<file path="src/rtl/fft_pkg.sv">
// Shared FFT definitions: default sample width, complex packing and bit reversal.
package fft_pkg;
   localparam int DW_DEF    = 16;
   localparam int LOG2N_MAX = 10;

   // Complex sample packing shared with the FFT core: {re, im}.
   typedef struct packed {
      logic [DW_DEF-1:0] re;
      logic [DW_DEF-1:0] im;
   } cplx_t;

   // Reverse the low n bits of v; bits at and above n come back as zero.
   function automatic logic [LOG2N_MAX-1:0] bitrev(input logic [LOG2N_MAX-1:0] v,
                                                   input int n);
      logic [LOG2N_MAX-1:0] r;
      logic [LOG2N_MAX-1:0] t;
      r = '0;
      t = v;
      for (int i = 0; i < LOG2N_MAX; i++) begin
         if (i < n) begin
            r = {r[LOG2N_MAX-2:0], t[0]};
            t = t >> 1;
         end
      end
      return r;
   endfunction
endpackage

</file>
<file path="src/rtl/fft_pingpong_ram.sv">
// Two-bank sample store: one synchronous write port, one combinational read port.
module fft_pingpong_ram #(
   parameter int AW = 4,
   parameter int W  = 32
) (
   input  logic          clk,
   input  logic          we,
   input  logic          wr_bank,
   input  logic [AW-1:0] wr_addr,
   input  logic [W-1:0]  wr_data,
   input  logic          rd_bank,
   input  logic [AW-1:0] rd_addr,
   output logic [W-1:0]  rd_data
);
   logic [W-1:0] mem [2][2**AW];

   // Storage is never reset; the full flags decide what is meaningful.
   always_ff @(posedge clk) begin
      if (we) mem[wr_bank][wr_addr] <= wr_data;
   end

   assign rd_data = mem[rd_bank][rd_addr];
endmodule

</file>
<file path="src/rtl/fft_reorder_buf.sv">
// Ping-pong reorder stage: bit-reversed FFT frames in, natural-order frames out.
module fft_reorder_buf
   import fft_pkg::*;
#(
   parameter int LOG2N     = 4,
   parameter int DW        = DW_DEF,
   parameter int BITREV_IN = 1
) (
   input  logic          clk,
   input  logic          i_reset_n,
   input  logic          i_valid,
   input  logic [DW-1:0] i_re,
   input  logic [DW-1:0] i_im,
   input  logic          i_ready,
   output logic          o_valid,
   output logic [DW-1:0] o_re,
   output logic [DW-1:0] o_im,
   output logic          o_last,
   output logic          o_busy,
   output logic          o_overflow
);
   localparam int N = 2**LOG2N;

   typedef struct packed {
      logic [DW-1:0] re;
      logic [DW-1:0] im;
   } samp_t;

   logic [1:0]       full, full_nxt;
   logic [LOG2N-1:0] wr_cnt, rd_cnt, wr_addr;
   logic             wr_bank, rd_bank;
   logic             acc, wr_done, ld, rd_done;
   samp_t            wr_s, rd_s;

   // A bank only accepts writes once the reader has released it.
   assign o_busy  = full[wr_bank];
   assign acc     = i_valid && !o_busy;
   assign wr_done = acc && (wr_cnt == LOG2N'(N-1));
   assign ld      = (!o_valid || i_ready) && full[rd_bank];
   assign rd_done = ld && (rd_cnt == LOG2N'(N-1));
   assign wr_addr = (BITREV_IN != 0) ? LOG2N'(bitrev(LOG2N_MAX'(wr_cnt), LOG2N)) : wr_cnt;
   assign wr_s    = {i_re, i_im};

   fft_pingpong_ram #(.AW(LOG2N), .W(2*DW)) u_ram (
      .clk     (clk),
      .we      (acc),
      .wr_bank (wr_bank),
      .wr_addr (wr_addr),
      .wr_data (wr_s),
      .rd_bank (rd_bank),
      .rd_addr (rd_cnt),
      .rd_data (rd_s)
   );

   // Writer fills one bank while the reader frees the other; both may land on one edge.
   always_comb begin
      full_nxt = full;
      if (wr_done) full_nxt[wr_bank] = 1'b1;
      if (rd_done) full_nxt[rd_bank] = 1'b0;
   end

   // Write-side counters, bank flags and sticky overflow.
   always_ff @(posedge clk or negedge i_reset_n) begin
      if (!i_reset_n) begin
         full       <= '0;
         wr_cnt     <= '0;
         wr_bank    <= 1'b0;
         o_overflow <= 1'b0;
      end else begin
         full <= full_nxt;
         if (acc) wr_cnt <= wr_cnt + 1'b1;
         if (wr_done) wr_bank <= ~wr_bank;
         if (i_valid && o_busy) o_overflow <= 1'b1;
      end
   end

   // Output register: refill whenever empty or being consumed, hold under backpressure.
   always_ff @(posedge clk or negedge i_reset_n) begin
      if (!i_reset_n) begin
         o_valid <= 1'b0;
         o_re    <= '0;
         o_im    <= '0;
         o_last  <= 1'b0;
         rd_cnt  <= '0;
         rd_bank <= 1'b0;
      end else if (ld) begin
         o_valid <= 1'b1;
         o_re    <= rd_s.re;
         o_im    <= rd_s.im;
         o_last  <= (rd_cnt == LOG2N'(N-1));
         rd_cnt  <= rd_cnt + 1'b1;
         if (rd_done) rd_bank <= ~rd_bank;
      end else if (i_ready) begin
         o_valid <= 1'b0;
      end
   end
endmodule

</file>
<file path="config.mk">
export PLATFORM = sky130hd
export DESIGN_NAME = fft_reorder_buf
export DESIGN_NICKNAME = d
export VERILOG_FILES = /design/src/rtl/fft_pkg.sv /design/src/rtl/fft_pingpong_ram.sv /design/src/rtl/fft_reorder_buf.sv
export SDC_FILE = /design/constraint.sdc
export NUM_CORES = 1
export LEC_CHECK = 0
export CORE_MARGIN = 4
export CORE_UTILIZATION = 50
export DETAILED_ROUTE_END_ITERATION = 12
export PLACE_DENSITY = 0.66
export SETUP_SLACK_MARGIN = 0.5
export SLEW_MARGIN = 20
export SYNTH_ARGS = -nofsm -noshare
export SYNTH_HDL_FRONTEND = slang
export SYNTH_SLANG_ARGS = --single-unit
</file>
<file path="constraint.sdc">
create_clock -name clk -period 5.5 [get_ports clk]
set_clock_uncertainty 0.2 [all_clocks]
set_input_delay 1.1 -clock clk [delete_from_list [all_inputs] [get_ports clk]]
set_output_delay 1.1 -clock clk [all_outputs]
set_load 0.05 [all_outputs]
</file>
Yosys cells after proc, flatten, opt, wreduce, memory -nomap -nowiden --
Memory sizes are Yosys's and may differ from the RTL's. Index checks and enable logic that the tools add are counted.
Word-level totals: register bits 47, bits in writable memories 1024, output and inout port bits 36, logic and storage cells 61, memories kept 1
Operators by class: add/sub/neg operators 2, magnitude comparators 7, eq/ne operators 2, muxes and demuxes 19, bitwise logic cells 7, reductions and logical operators 13
Memories:
- u_ram.mem | words 2, width 512, rd ports 1, clocked after Yosys merged registers in 0, write ports 1, RTL line fft_pingpong_ram.sv:15 | logic [W-1:0] mem [2][2**AW];
Operators by type and width (count):
- 512-bit two-way mux | 1
- 32-bit binary-select mux with 4-bit select | 1
- 32-bit demux with 4-bit select | 1
- 32-bit two-way mux | 3
- 5-bit >= comparator (second input constant) | 2
- 4-bit inverter with 5-bit output | 2
- 1-bit two-way mux | 9
- 4-bit by 1-bit adder with 4-bit output (second input constant) | 2
- 4-bit equality test (second input constant) | 2
- 1-bit logical AND | 8
- 5-bit by 1-bit < comparator with 1-bit output (second input constant) | 1
- 1-bit by 2-bit < comparator with 1-bit output (second input constant) | 2
- 2-bit two-way mux | 2
- 2-bit bitwise AND | 1
- 1-bit demux with 1-bit select | 2
- 1-bit >= comparator (second input constant) | 2
- 1-bit zero test | 2
- 1-bit inverter | 2
- 2-bit inverter | 1
- 2-bit OR | 1
- 2-bit AND reduction | 1
- 2-bit nonzero test | 1
- 1-bit logical OR | 1

Logic depth before layout (Yosys ltp) --
Gate-level depths: netlist of the first run.
word-level depth 8, gate-level depth with buffers 9

Hierarchy --
Synthesis of the first run repeated with hierarchy kept, for this count alone.
Second synthesis, totals: cells, all modules 2354, area, all modules 41830.1 um^2
By module, submodules not included:
- fft_pingpong_ram | instances 1, cells an instance 2233, area each 39869.5 um^2, seq. area each 30749.5 um^2
- fft_reorder_buf | instances 1, cells an instance 121, area each 1960.6 um^2, seq. area each 1176.1 um^2

Worst setup path before layout of the first run --
Ideal clock, no wire load.
path kind input -> register, from in i_valid, to mem u_ram.mem[0][0] (netlist bit), enable pin, data arrival time 3.868 ns, required time 4.837 ns, slack 0.969 ns, cell stages on the path 4, buffers on the path 0, cells stage by stage inv_1 -> nor2_2 -> nand2_2 -> nor3_1
Between the ends: longest elaborated chain between the ends 3
Ends and longest elaborated chain:
- from (decl) | RTL line fft_reorder_buf.sv:11 | input logic i_valid,
- 1-bit logical AND | RTL line fft_reorder_buf.sv:37 | assign acc = i_valid && !o_busy;
- 1-bit two-way mux | RTL line fft_pingpong_ram.sv:19 | if (we) mem[wr_bank][wr_addr] <= wr_data;
- 512-bit two-way mux (implied by the code) | RTL line fft_pingpong_ram.sv:19
- to (decl) | RTL line fft_pingpong_ram.sv:15
No other way between the ends.

Final worst setup path of the first run --
from in i_valid, to mem u_ram.mem[1][433] (netlist bit), enable pin
Same word-level chain as after synthesis.

==> flow_metrics.tcl, run 1 <==
set metrics [dict create \
    status "finished, final reports clean" \
    drive_gt1_frac 0.154 \
    clkLatencyLatePin_ns 0.64 \
    grt_max_degree 90 \
    utilization 0.569 \
    via_per_inst 5.97 \
    synth_top_area_frac 0.730 \
    area_delta_synth_final_pct 13.0 \
    synth_largest_area_cell "edfxtp_1" \
    antenna_cells 0 \
    synth-edff-count 1024 \
    via_count 20900 \
    cp-start-kind "input pin" \
    register_area_sq_um 31900 \
    finalNetCount 2386 \
    routabilityCongestion 0.879 \
    num_rows 106 \
    cp_top_family "simple AND/OR/NAND/NOR gates" \
    cts.sinks 1071 \
    grt_pass1_vias 21100 \
    fin_crit_sh 0.669 \
    wl_per_cell_microns 27.5 \
    die_h_microns 298 \
    finalHoldViolCount 0 \
    die_area_sq_um 88900 \
    ys_types 41 \
    setup_ws_ns 1.82 \
    peakVddDrop_mv 0.305 \
    drtIter0Drc 1861 \
    cts_max_path_buffers 3 \
    cts_tree "yes" \
    fill_cells 6106 \
    grt_antenna_before_repair 0 \
    clk_pin_slew_ns 0.06 \
    multi_input_area_sq_um 9520 \
    leakagePower_uw 0.0145 \
    p_per_area_nw_per_um2 512 \
    power.total_uw 24300 \
    seq_area_frac_synth 0.758 \
    ys_seq_elements 1071 \
    core-area_sq_um 83600 \
    synth_ff_type "edfxtp_1" \
    final_area_sq_um 47600 \
    path_class "input pin to flip-flop" \
    max_stage_delay_ns 1.01 \
    totalWireLength_mm 96.5 \
    tightest_slew_ns 1.13 \
    ctsHoldBuffers 0 \
    synthArstFlopShare 0.0439 \
    tns_ns 0 \
    finalSetupViolCount 0 \
    maxCapViolCount 0 \
    worst-path-buf-inv 2 \
    grt_pass1_wl_mm 142 \
    worst_hold_path_type "flip-flop to flip-flop" \
    syn_nets 2272 \
    post_cts_resized 0 \
    drc 0 \
    cpMaxStageDelayCell "nor2_4" \
    syn_inst 2231 \
    critPathRequiredTime_ns 5.55 \
    cts_buffers 101 \
    dp_hpwl_mm 57.7 \
    yosys-top-cells-area "edfxtp_1 73%, mux2i_1 12%, dfrtp_1 2.8%" \
    worst_setup_path_end_kind "flip-flop" \
    cp_max_fo 32 \
    die_w_microns 298 \
    numPortBuffers 71 \
    timing.fmax_mhz 272 \
    slew_viol_final 0 \
    track_usage 0.214 \
    ys_warn_count 0 \
    rsz0062_at_grt "no" \
    crit_chain "clkdlybuf4s50_1, inv_1, nor2_2, nand2_1, nor2_4" \
    ant_nets 0 \
    drtPass1Iterations 5 \
    root_buffer "clkbuf_16" \
    max-slew-margin-rel 0.244 \
    netlist_area_sq_um 42100 \
    syn_avg_cell_area_sq_um 18.9 \
    cts_max_level 3 \
    place_area_sq_um 44200 \
    grt_remaining_overflow 0 \
    dp_worst_setup_slack_ns 1.15 \
    postCtsSetupRepairBufs 0 \
    period_needed_ns 3.68 \
    critical_path_arrival_ns 3.73 \
    initial_core_util 0.504 \
    ios 72 \
]
==> layer usage <==
layer | global-route usage | share of wire | wire [microns] | vias to the layer above
met5 | 0 | 0 | 0 | -
met4 | 0.0870 | 0.040 | 3870 | 0
met1 | 0.279 | 0.41 | 39200 | 10800
li1 | - | - | - | 9312
met2 | 0.365 | 0.50 | 48600 | 659
met3 | 0.0274 | 0.050 | 4810 | 155
==> cells in the mapped netlist, types with 2 or more instances <==
library cell and n:
edfxtp_1 1024, mux2i_1 513, a22oi_1 128, a21oi_1 66, a22o_1 64, a221oi_2 62
clkbuf_1 51, nand2_1 49, dfrtp_1 47, o22ai_1 32, o41ai_2 32, nor2_1 30
buf_2 24, buf_4 23, buf_6 12, buf_1 11, buf_12 9, inv_1 7
xnor2_1 6, clkbuf_4 5, ha_1 5, nor3_1 4, a221oi_1 2, and2_1 2
nand2b_1 2, nand3b_1 2, nand4_1 2, nor2b_1 2, or3b_2 2, xor2_1 2
==> power breakdown <==
group | leakage, uW | total (uW) | switching [uW] | internal [uW]
Clock | 0.00161 | 6840 | 2860 | 3970
Sequential | 0.00978 | 9910 | 401 | 9510
Combinational | 0.00315 | 7580 | 4800 | 2780
Total | 0.0145 | 24300 | 8070 | 16300
==> worst min-delay path, stage by stage, from the launching register on <==
cell and delay [ns]:
dfrtp_1 0.34, nand2_1 0.07, o41ai_2 0.05
==> path summary, 6_finish.rpt <==
path                       startpoint           endpoint  slack [ns]  cells past startpoint
max in group asynchronous   i_reset_n            rd_bank        3.98                      1
setup / recovery              i_valid  u_ram.mem[1][433]        1.82                      5
hold / removal                o_re[1]            o_re[1]        0.29                      2
hold reg to reg               o_re[1]            o_re[1]        0.29                      2
setup reg to reg              full[0]  u_ram.mem[1][433]        2.21                      4
min in group asynchronous   i_reset_n         o_overflow        0.37                      1
==> cell families (layout without fill, tap and decap cells) <==
logic type | after synthesis | in the layout | share of synthesized area
flops | 1071 | 1071 | 0.758
compound gates | 390 | 390 | 0.0843
buf+inv | 143 | 340 | 0.0218
simple gates | 100 | 100 | 0.0102
xor+xnor | 8 | 8 | 0.00166
fa+ha+maj | 5 | 5 | 0.00149
mux | 514 | 514 | 0.122
==> flip-flops by register name, summed over array words and instances, names as in the netlist <==
register    count
o_last          1
full            2
u_ram.mem    1024
wr_cnt          4
o_re           16
o_valid         1
rd_bank         1
o_im           16
wr_bank         1
o_overflow      1
rd_cnt          4
==> layout by cell type, fill, tap and decap left out, types with 4 or more instances in the layout <==
cell type           n
xnor2_1             6
clkinv_2           17
buf_12             12
clkbuf_8           16
ha_1                5
buf_2              10
mux2i_1           513
bufinv_16           7
nor2_4             28
dfrtp_1            46
o22ai_1            32
a22oi_1           128
buf_16              4
clkbuf_16         103
clkinv_1           14
clkdlybuf4s50_1    60
a22o_1             64
a21oi_1            66
nand2_1            47
a221oi_2           62
edfxtp_1         1024
inv_1               7
buf_4              61
o41ai_2            32
clkbuf_1           26
nor3_2              4
==> area by class of cell <==
type / instances / area share
Timing Repair Buffer: 147 / 0.0307
Tap cell: 1080 / 0.0284
Clock inverter: 41 / 0.00784
Sequential cell: 1071 / 0.671
Clock buffer: 145 / 0.0609
Multi-Input combinational cell: 1017 / 0.200
Inverter: 7 / 0.000553
==> stage by stage <==
stage / instances / hold slack, ns
global route: 3508 / 0.324
detailed placement: 3318 / 0.272
floorplan: 2231 / 0.299
finish: 3508 / 0.289
global placement: 3318 / 0.271
CTS: 3504 / 0.285
No activity file was read; power rests on OpenSTA's default activity.
==> run 2, diff against run 1 <==
PLACE_DENSITY = 0.69   (was 0.66)
clock period = 3.2 ns   (was 5.5 ns; I/O delays follow)
==> flow_metrics.tcl, run 2 (synthesized netlist as in run 1, its figures left out) <==
set metrics [dict create \
    combPwrFrac 0.334 \
    finalNonFillerCells 3637 \
    path_class "flip-flop to output port" \
    grt_pass1_vias 22300 \
    power.total_uw 43000 \
    die_h_microns 298 \
    critPathRequiredTime_ns 2.36 \
    worst_setup_path_end_kind "output port" \
    drive_gt1_frac 0.194 \
    switching_share 0.331 \
    grt_antenna_before_repair 0 \
    leakagePower_uw 0.0154 \
    finalNetCount 2514 \
    rsz0062_at_grt "yes" \
    timing.fmax_mhz 378 \
    crit_chain "clkdlybuf4s50_1" \
    fill_cells 6045 \
    final_area_sq_um 49000 \
    max-slew-margin-rel 0.379 \
    peakVddDrop_mv 0.488 \
    final_common_cell "edfxtp_1" \
    cts_max_level 3 \
    cpMaxStageDelayCell "clkdlybuf4s50_1" \
    num_rows 106 \
    cp_top_family "buffers and inverters" \
    reg_top3 "u_ram.mem: 1024 flops, o_im: 16 flops, o_re: 16 flops" \
    cts.sinks 1071 \
    critical_path_arrival_ns 1.81 \
    ios 72 \
    cp_max_fo 2 \
    status "finished, final reports clean" \
    placedCellCount 3433 \
    drc 0 \
    pwr-share-clk 0.274 \
    period_needed_ns 2.65 \
    initial_core_util 0.504 \
    grt_remaining_overflow 0 \
    dp_hpwl_mm 61.7 \
    top_register "u_ram.mem" \
    drtIter0Drc 1675 \
    worst-path-buf-inv 1 \
    cp-start-kind "flip-flop" \
    cts_max_path_buffers 3 \
    clkLatencyLatePin_ns 0.65 \
    core-area_sq_um 83600 \
    grt_max_degree 75 \
    via_count 21800 \
    largest_reg_flops 1024 \
    routabilityCongestion 0.794 \
    worst_hold_path_type "flip-flop to flip-flop" \
    via_per_inst 5.99 \
    tns_ns 0 \
    cts_tree "yes" \
    p_seq_frac 0.393 \
    finalHoldViolCount 0 \
    finalSetupViolCount 0 \
    cts_buffers 103 \
    area_delta_synth_final_pct 16.3 \
    p_sw_uw 14200 \
    internal-power_uw 28800 \
    drtPass1Iterations 5 \
    clk_pin_slew_ns 0.06 \
    slew_viol_final 0 \
    ant_nets 0 \
    die_w_microns 298 \
    fin_crit_sh 0.828 \
    numPortBuffers 71 \
    antenna_cells 0 \
    p_per_area_nw_per_um2 878 \
    grt_pass1_wl_mm 147 \
    max_stage_delay_ns 0.81 \
    track_usage 0.221 \
    tightest_slew_ns 0.931 \
    place_area_sq_um 45600 \
    mostFrequentLayoutCells "1024 x edfxtp_1, 513 x mux2i_1, 150 x buf_4" \
    maxCapViolCount 0 \
    hold_ws_ns 0.289 \
    die_area_sq_um 88900 \
    wl_per_cell_microns 27.4 \
    totalWireLength_mm 99.7 \
    root_buffer "clkbuf_16" \
]
==> run 2: changes by cell type in the layout (fill, tap and decap cells not counted), sizes merged <==
cell,delta
dlygate4sd3,+1
inv,+1
bufinv,+1
and2,+1
clkbuf,-9
buf,+114
clkinvlp,-1
dlygate4sd2,+33
clkdlybuf4s50,-24
clkinv,+12
==> run 2: final cells by class <==
cell class	instances	area, sq um	share of cell area
sequential	1071	31900	0.652
tap	1080	1350	0.0276
clock inverter	54	477	0.00973
clock buffer	135	2810	0.0573
timing repair buffer	272	2800	0.0572
multi-input combinational	1018	9590	0.196
inverter	7	26.3	0.000536
==> run 2: path summary, 6_finish.rpt <==
check                              to  cells past startpoint  startpoint  slack [ns]
setup / recovery           o_overflow                      1  o_overflow        0.55
min in group asynchronous  o_overflow                      2   i_reset_n        0.42
hold / removal                 o_last                      2      o_last        0.29
setup reg to reg              o_re[2]                      8     rd_bank        0.56
max in group asynchronous     rd_bank                      2   i_reset_n        1.67
hold reg to reg                o_last                      2      o_last        0.29
==> run 2: stage by stage <==
step / worst slack [ns] / utilization
2_1_floorplan: 0.362 / -
3_3_place_gp: 0.311 / 0.545
3_5_place_dp: 0.308 / 0.545
4_1_cts: 0.365 / 0.586
5_1_grt: 0.445 / 0.586
6_report: 0.551 / 0.586
==> run 2: repair_timing <==
item,in CTS,in global routing
gates resized for setup,36,5
buffers inserted,11,2
pin swaps,1,0
hold buffers,1,0
setup endpoints to repair,42,11
hold endpoints to repair,47,0
gates cloned,1,0
==> run 2: layer usage <==
layer / part of all wire / track usage / vias to the layer above
li1: - / - / 9580
met4: 0.035 / 0.0823 / 0
met3: 0.047 / 0.0245 / 162
met2: 0.51 / 0.383 / 674
met1: 0.41 / 0.289 / 11400
met5: 0 / 0 / -
==> run 2: power groups by stage <==
stage               Clock [uW]  Sequential [uW]  Combinational [uW]
global placement             0            17200               14000
finish                   11800            16900               14300
detailed placement           0            17200               14200
floorplan                    0            17700                8680
CTS                      11900            16900               14300
global route             12600            16900               15000
==> run 3, diff against run 2 <==
clock period = 2.15 ns   (was 3.2 ns; I/O delays follow)
==> flow_metrics.tcl, run 3 (synthesized netlist as in run 1, its figures left out) <==
set metrics [dict create \
    status "finished with violations" \
    violations "setup timing" \
    maxCapViolCount 0 \
    area_delta_synth_final_pct 26.5 \
    cp-start-kind "flip-flop" \
    path_class "flip-flop to flip-flop" \
    cp_max_fo 7 \
    reg_top3 "u_ram.mem: 1024 flops, o_im: 16 flops, o_re: 16 flops" \
    cts_max_path_buffers 3 \
    via_per_inst 6.02 \
    tightest_slew_ns 0.549 \
    finalHoldViolCount 0 \
    rrSetupSlack_ns -0.38 \
    wl_per_cell_microns 28.9 \
    crit_chain "mux2_4, nor2_4, buf_12, nand2_8, buf_12, buf_12, buf_6, nor2_4, buf_6, clkbuf_16" \
    cts.sinks 1071 \
    drtPass1Iterations 6 \
    fin_crit_sh 1.18 \
    setup_ws_ns -0.382 \
    clk_pin_slew_ns 0.06 \
    core-area_sq_um 83600 \
    dp_worst_setup_slack_ns -0.378 \
    mostFrequentLayoutCells "1024 x edfxtp_1, 511 x mux2i_1, 237 x buf_4" \
    timing.fmax_mhz 395 \
    final_common_cell "edfxtp_1" \
    critical_path_arrival_ns 2.71 \
    root_buffer "clkbuf_16" \
    slew_viol_final 0 \
    cts_tree "yes" \
    max_stage_delay_ns 0.40 \
    power.total_uw 70100 \
    cts_buffers 107 \
    worst_setup_path_end_kind "flip-flop" \
    p_per_area_nw_per_um2 1320 \
    numPortBuffers 71 \
    place_area_sq_um 47500 \
    rsz0062_at_grt "yes" \
    crit_top_cell "buf_12" \
    cts_max_level 3 \
    totalWireLength_mm 112 \
    top_register "u_ram.mem" \
    routabilityCongestion 0.821 \
    die_w_microns 298 \
    grt_pass1_wl_mm 156 \
    track_usage 0.237 \
    drtIter0Drc 2663 \
    grt_remaining_overflow 0 \
    cpMaxStageDelayCell "dfrtp_1" \
    leakagePower_uw 0.0173 \
    largest_reg_flops 1024 \
    num_rows 106 \
    finalSetupViolCount 1065 \
    worst-path-buf-inv 6 \
    via_count 23300 \
    grt_antenna_before_repair 0 \
    max-slew-margin-rel 0.634 \
    ios 72 \
    period_needed_ns 2.53 \
    critPathRequiredTime_ns 2.32 \
    peakVddDrop_mv 0.867 \
    dp_hpwl_mm 66.2 \
    tns_ns -243.00 \
    die_h_microns 298 \
    grt_pass1_vias 23400 \
    final_area_sq_um 53300 \
    finalNetCount 2743 \
    drc 0 \
    ant_nets 0 \
    grt_max_degree 48 \
    clkLatencyLatePin_ns 0.68 \
    worst_hold_path_type "input pin to asynchronous set/reset pin" \
    initial_core_util 0.504 \
    cp_top_family "buffers and inverters" \
    die_area_sq_um 88900 \
    antenna_cells 0 \
    drive_gt1_frac 0.289 \
]
-- run 3: what timing repair did --
item	in CTS	in global routing
pin swaps	42	25
hold buffers	1	0
gates resized for setup	79	64
setup endpoints to repair	1105	1105
gates cloned	13	26
setup buffers	35	28
hold endpoints to repair	47	0
-- run 3: worst paths after layout --
path                       cells after the start        from                to
max in group asynchronous                      3   i_reset_n           rd_bank
max                                           10     wr_bank  u_ram.mem[1][53]
min                                            3   i_reset_n        o_overflow
min reg2reg                                    1  o_overflow        o_overflow
min in group clk                               1  o_overflow        o_overflow
max reg2reg                                   10     wr_bank  u_ram.mem[1][53]
-- run 3: where the power goes --
group          total (uW)  switching, uW  internal, uW  leakage (uW)
sequential          25200            856         24300       0.00978
combinational       27200          15100         12100       0.00584
clock               17700           7770          9950       0.00163
-- run 3: routing by layer --
metal  vias up  GRT usage  part of all wire
met5         -          0                 0
met1     12000      0.313              0.40
li1      10100          -                 -
met3       222     0.0300             0.062
met4         0     0.0811             0.038
met2      1008      0.409              0.50
-- run 3: worst min-delay path, stage by stage --
cell	delay (ns)
dlygate4sd3_1	0.53
buf_4	0.11
buf_12	0.26
-- run 3: layout make-up --
class,count,area (sq um)
clock inverters,69,574
clock buffers,130,2770
fillers,5563,30300
inverters,7,33.8
flip-flops and latches,1071,31900
well taps,1080,1350
multi-input cells,1017,10100
repair buffers,498,6550
-- run 3: per-stage QoR --
stage | utilization | instances | hold slack [ns]
floorplan | - | 2231 | -0.0656
global placement | 0.569 | 3570 | 0.255
detailed placement | 0.569 | 3570 | 0.260
finish | 0.638 | 3872 | 0.0555
CTS | 0.623 | 3818 | 0.0843
global route | 0.638 | 3872 | 0.0917
==> edit, RTL diff (flow settings as in run 1) <==
Set the parameter `LOG2N` to 3 (it was 4).
--- a/src/rtl/fft_reorder_buf.sv
+++ b/src/rtl/fft_reorder_buf.sv
@@ -3,5 +3,5 @@
    import fft_pkg::*;
 #(
-   parameter int LOG2N     = 4,
+   parameter int LOG2N     = 3,
    parameter int DW        = DW_DEF,
    parameter int BITREV_IN = 1
Formal check against the unedited RTL: not equivalent (Yosys sat finds a counterexample within 10 cycles, from zero or initial values and one cycle with i_reset_n low).
==> edit against run 1 <==
Combinational power fell by 49%; synthesized area fell by 49%; utilization rose by 1.7 points; sequential share of layout area fell by 0.15 points; worst setup slack got worse by 480 ps; total power fell by 46%; synthesized cell count fell by 58%; sequential cell count fell by 514; design area fell by 48%; routed wire length fell by 55%; largest power group unchanged.
==> edit: results (changes against run 1) <==
stage	metric	value	unit	change
critical_path	crit-path max FO	14		-56%
yosys	register area share after synthesis	0.773		+0.0150
critical_path	Reg-to-Reg End	u_ram.mem[0][51]$_DFFE_PP_		
finish	share of cells above drive strength 1	0.250		+0.0962
worst_hold_path	Hold Crit Start	o_overflow$_DFFE_PN0P_		
sta	Slew HR	0.304		+0.0603
placed_design	Buffers on Ports	71		unchanged
worst_hold_path	Hold Path Stages	1		-1
finish	Regs by FF count	u_ram.mem x512, o_im x16, o_re x16		
status	outcome	finished clean		
yosys	asr flop ratio synth	0.0808		+0.0369
detailed_routing	Pre-antenna DRT Iters	5		unchanged
grt	GRT Total Usage	0.190		-0.0232
clock_network	clk buf depth	3		unchanged
finish	ant diodes	0		unchanged
worst_hold_path	Min-Delay Path Class	reg2reg		
finish	FILL cells	3046		-50%
finish	nets	1072		-55%
yosys	Post-synth EDFFs	512		-50%
grt	vias in the first global route	10400		-51%
worst_hold_path	Hold Path End	o_overflow$_DFFE_PN0P_		
critical_path	RR Startpoint	wr_bank$_DFFE_PN0N_		
clock_network	Clock Tree Root	clkbuf_16		
yosys	Net Count, Synth	977		-57%
placed_design	post-DP HPWL	23.5	mm	-59%
detailed_routing	drt initial violations	877		-53%
placed_design	post-place setup slack	1490	ps	+340 ps
sta	FMAX	0.240	GHz	-12%
clock_network	Post CTS Setup Buffer Count	0		unchanged
critical_path	R2R depth	4		unchanged
grt	first-pass GRT wire length	66.3	mm	-53%
detailed_routing	Detailed Route WL	43.2	mm	-55%
grt	initial antenna violation count	0		unchanged
power_and_ir_drop	maximum vdd drop	352	uV	+16%
clock_network	htree depth	2		-1
clock_network	CTS Buf Count	56		-45%
yosys	Yosys cell types	34		-17%
yosys	Synthesis Warnings	0		unchanged
clock_network	Clock Latency Late Sink	590	ps	-50 ps
power_and_ir_drop	Pleak	7.89	nW	-46%
critical_path	Worst EP arrival	2860	ps	-870 ps
placed_design	GPL Wtd Cong	0.766		-13%
critical_path	setup slack, reg-to-reg	2280	ps	+70 ps
detailed_routing	vias per inst	6.01		+0.74%
clock_network	Resize count post-CTS	0		unchanged
grt	pin count of the biggest net entering global routing	92		+2.2%
yosys	synth cell count leaders	edfxtp_1 (512), mux4_2 (119), dfrtp_1 (45)		
clock_network	Clk pin slew, worst setup/hold paths	60	ps	about the same
yosys	main area contributors after synthesis	edfxtp_1 (72%), mux4_2 (13%), dfrtp_1 (5.3%)		
edit: cell count changes after synthesis, sizes merged, moves of 47 or more:
cell,before,now
a22o,64,0
a22oi,128,0
edfxtp,1024,512
mux2i,513,33
mux4,0,128
nand2,50,3
edit: how the worst max path moves through the flow:
stage	from	end	cells past startpoint
3_5_place_dp	i_ready	rd_cnt[2]$_DFFE_PN0P_	5
3_3_place_gp	i_ready	rd_cnt[2]$_DFFE_PN0P_	5
2_1_floorplan	i_valid	u_ram.mem[0][224]$_DFFE_PP_	3
4_1_cts	wr_bank$_DFFE_PN0N_	o_busy	3
5_1_grt	wr_bank$_DFFE_PN0N_	o_busy	3
6_report	wr_bank$_DFFE_PN0N_	o_busy	3
edit: stage by stage:
stage / instance area (sq um) / cells / util / total power, mW / hold slack, ps
floorplan: 21300 / 933 / - / 8.35 / 282
global placement: 22500 / 1498 / 0.536 / 9.34 / 244
detailed placement: 22500 / 1499 / 0.536 / 9.41 / 252
CTS: 24400 / 1604 / 0.581 / 13.2 / 267
global route: 24600 / 1614 / 0.586 / 13.7 / 309
finish: 24600 / 1614 / 0.586 / 13.1 / 262
edit: layout make-up:
class	count	area share
flip-flops and latches	557	0.670
multi-input cells	315	0.183
clock buffers	69	0.0601
repair buffers	93	0.0435
well taps	539	0.0274
clock inverters	36	0.0156
inverters	5	0.000762
edit: cells by family (layout without fill, tap and decap cells):
logic type      count (synthesis)  after routing  synth area share
compound gates                104            104            0.0379
xor+xnor                        4              4           0.00164
fa+ha+maj                       8              8           0.00469
buf+inv                        61            203            0.0207
flops                         557            557             0.773
mux                           164            164             0.154
simple gates                   35             35           0.00792
edit: where the power goes:
group | internal, mW | switching [mW]
combinational | 1.67 | 2.23
sequential | 5.08 | 0.350
clock | 2.28 | 1.53
total | 9.03 | 4.12
edit: routing by layer:
metal / global-route usage / wire [um] / up-vias
met2: 0.305 / 21100 / 296
met4: 0.0523 / 848 / 0
met1: 0.277 / 19000 / 5164
li1: - / - / 4186
met5: 0 / 0 / -
met3: 0.0306 / 2220 / 55
edit: critical path, cell delays in order, from the launching register on:
cell and delay (ps):
dfrtp_1 720, mux2i_1 680, inv_1 140, clkdlybuf4s50_1 740
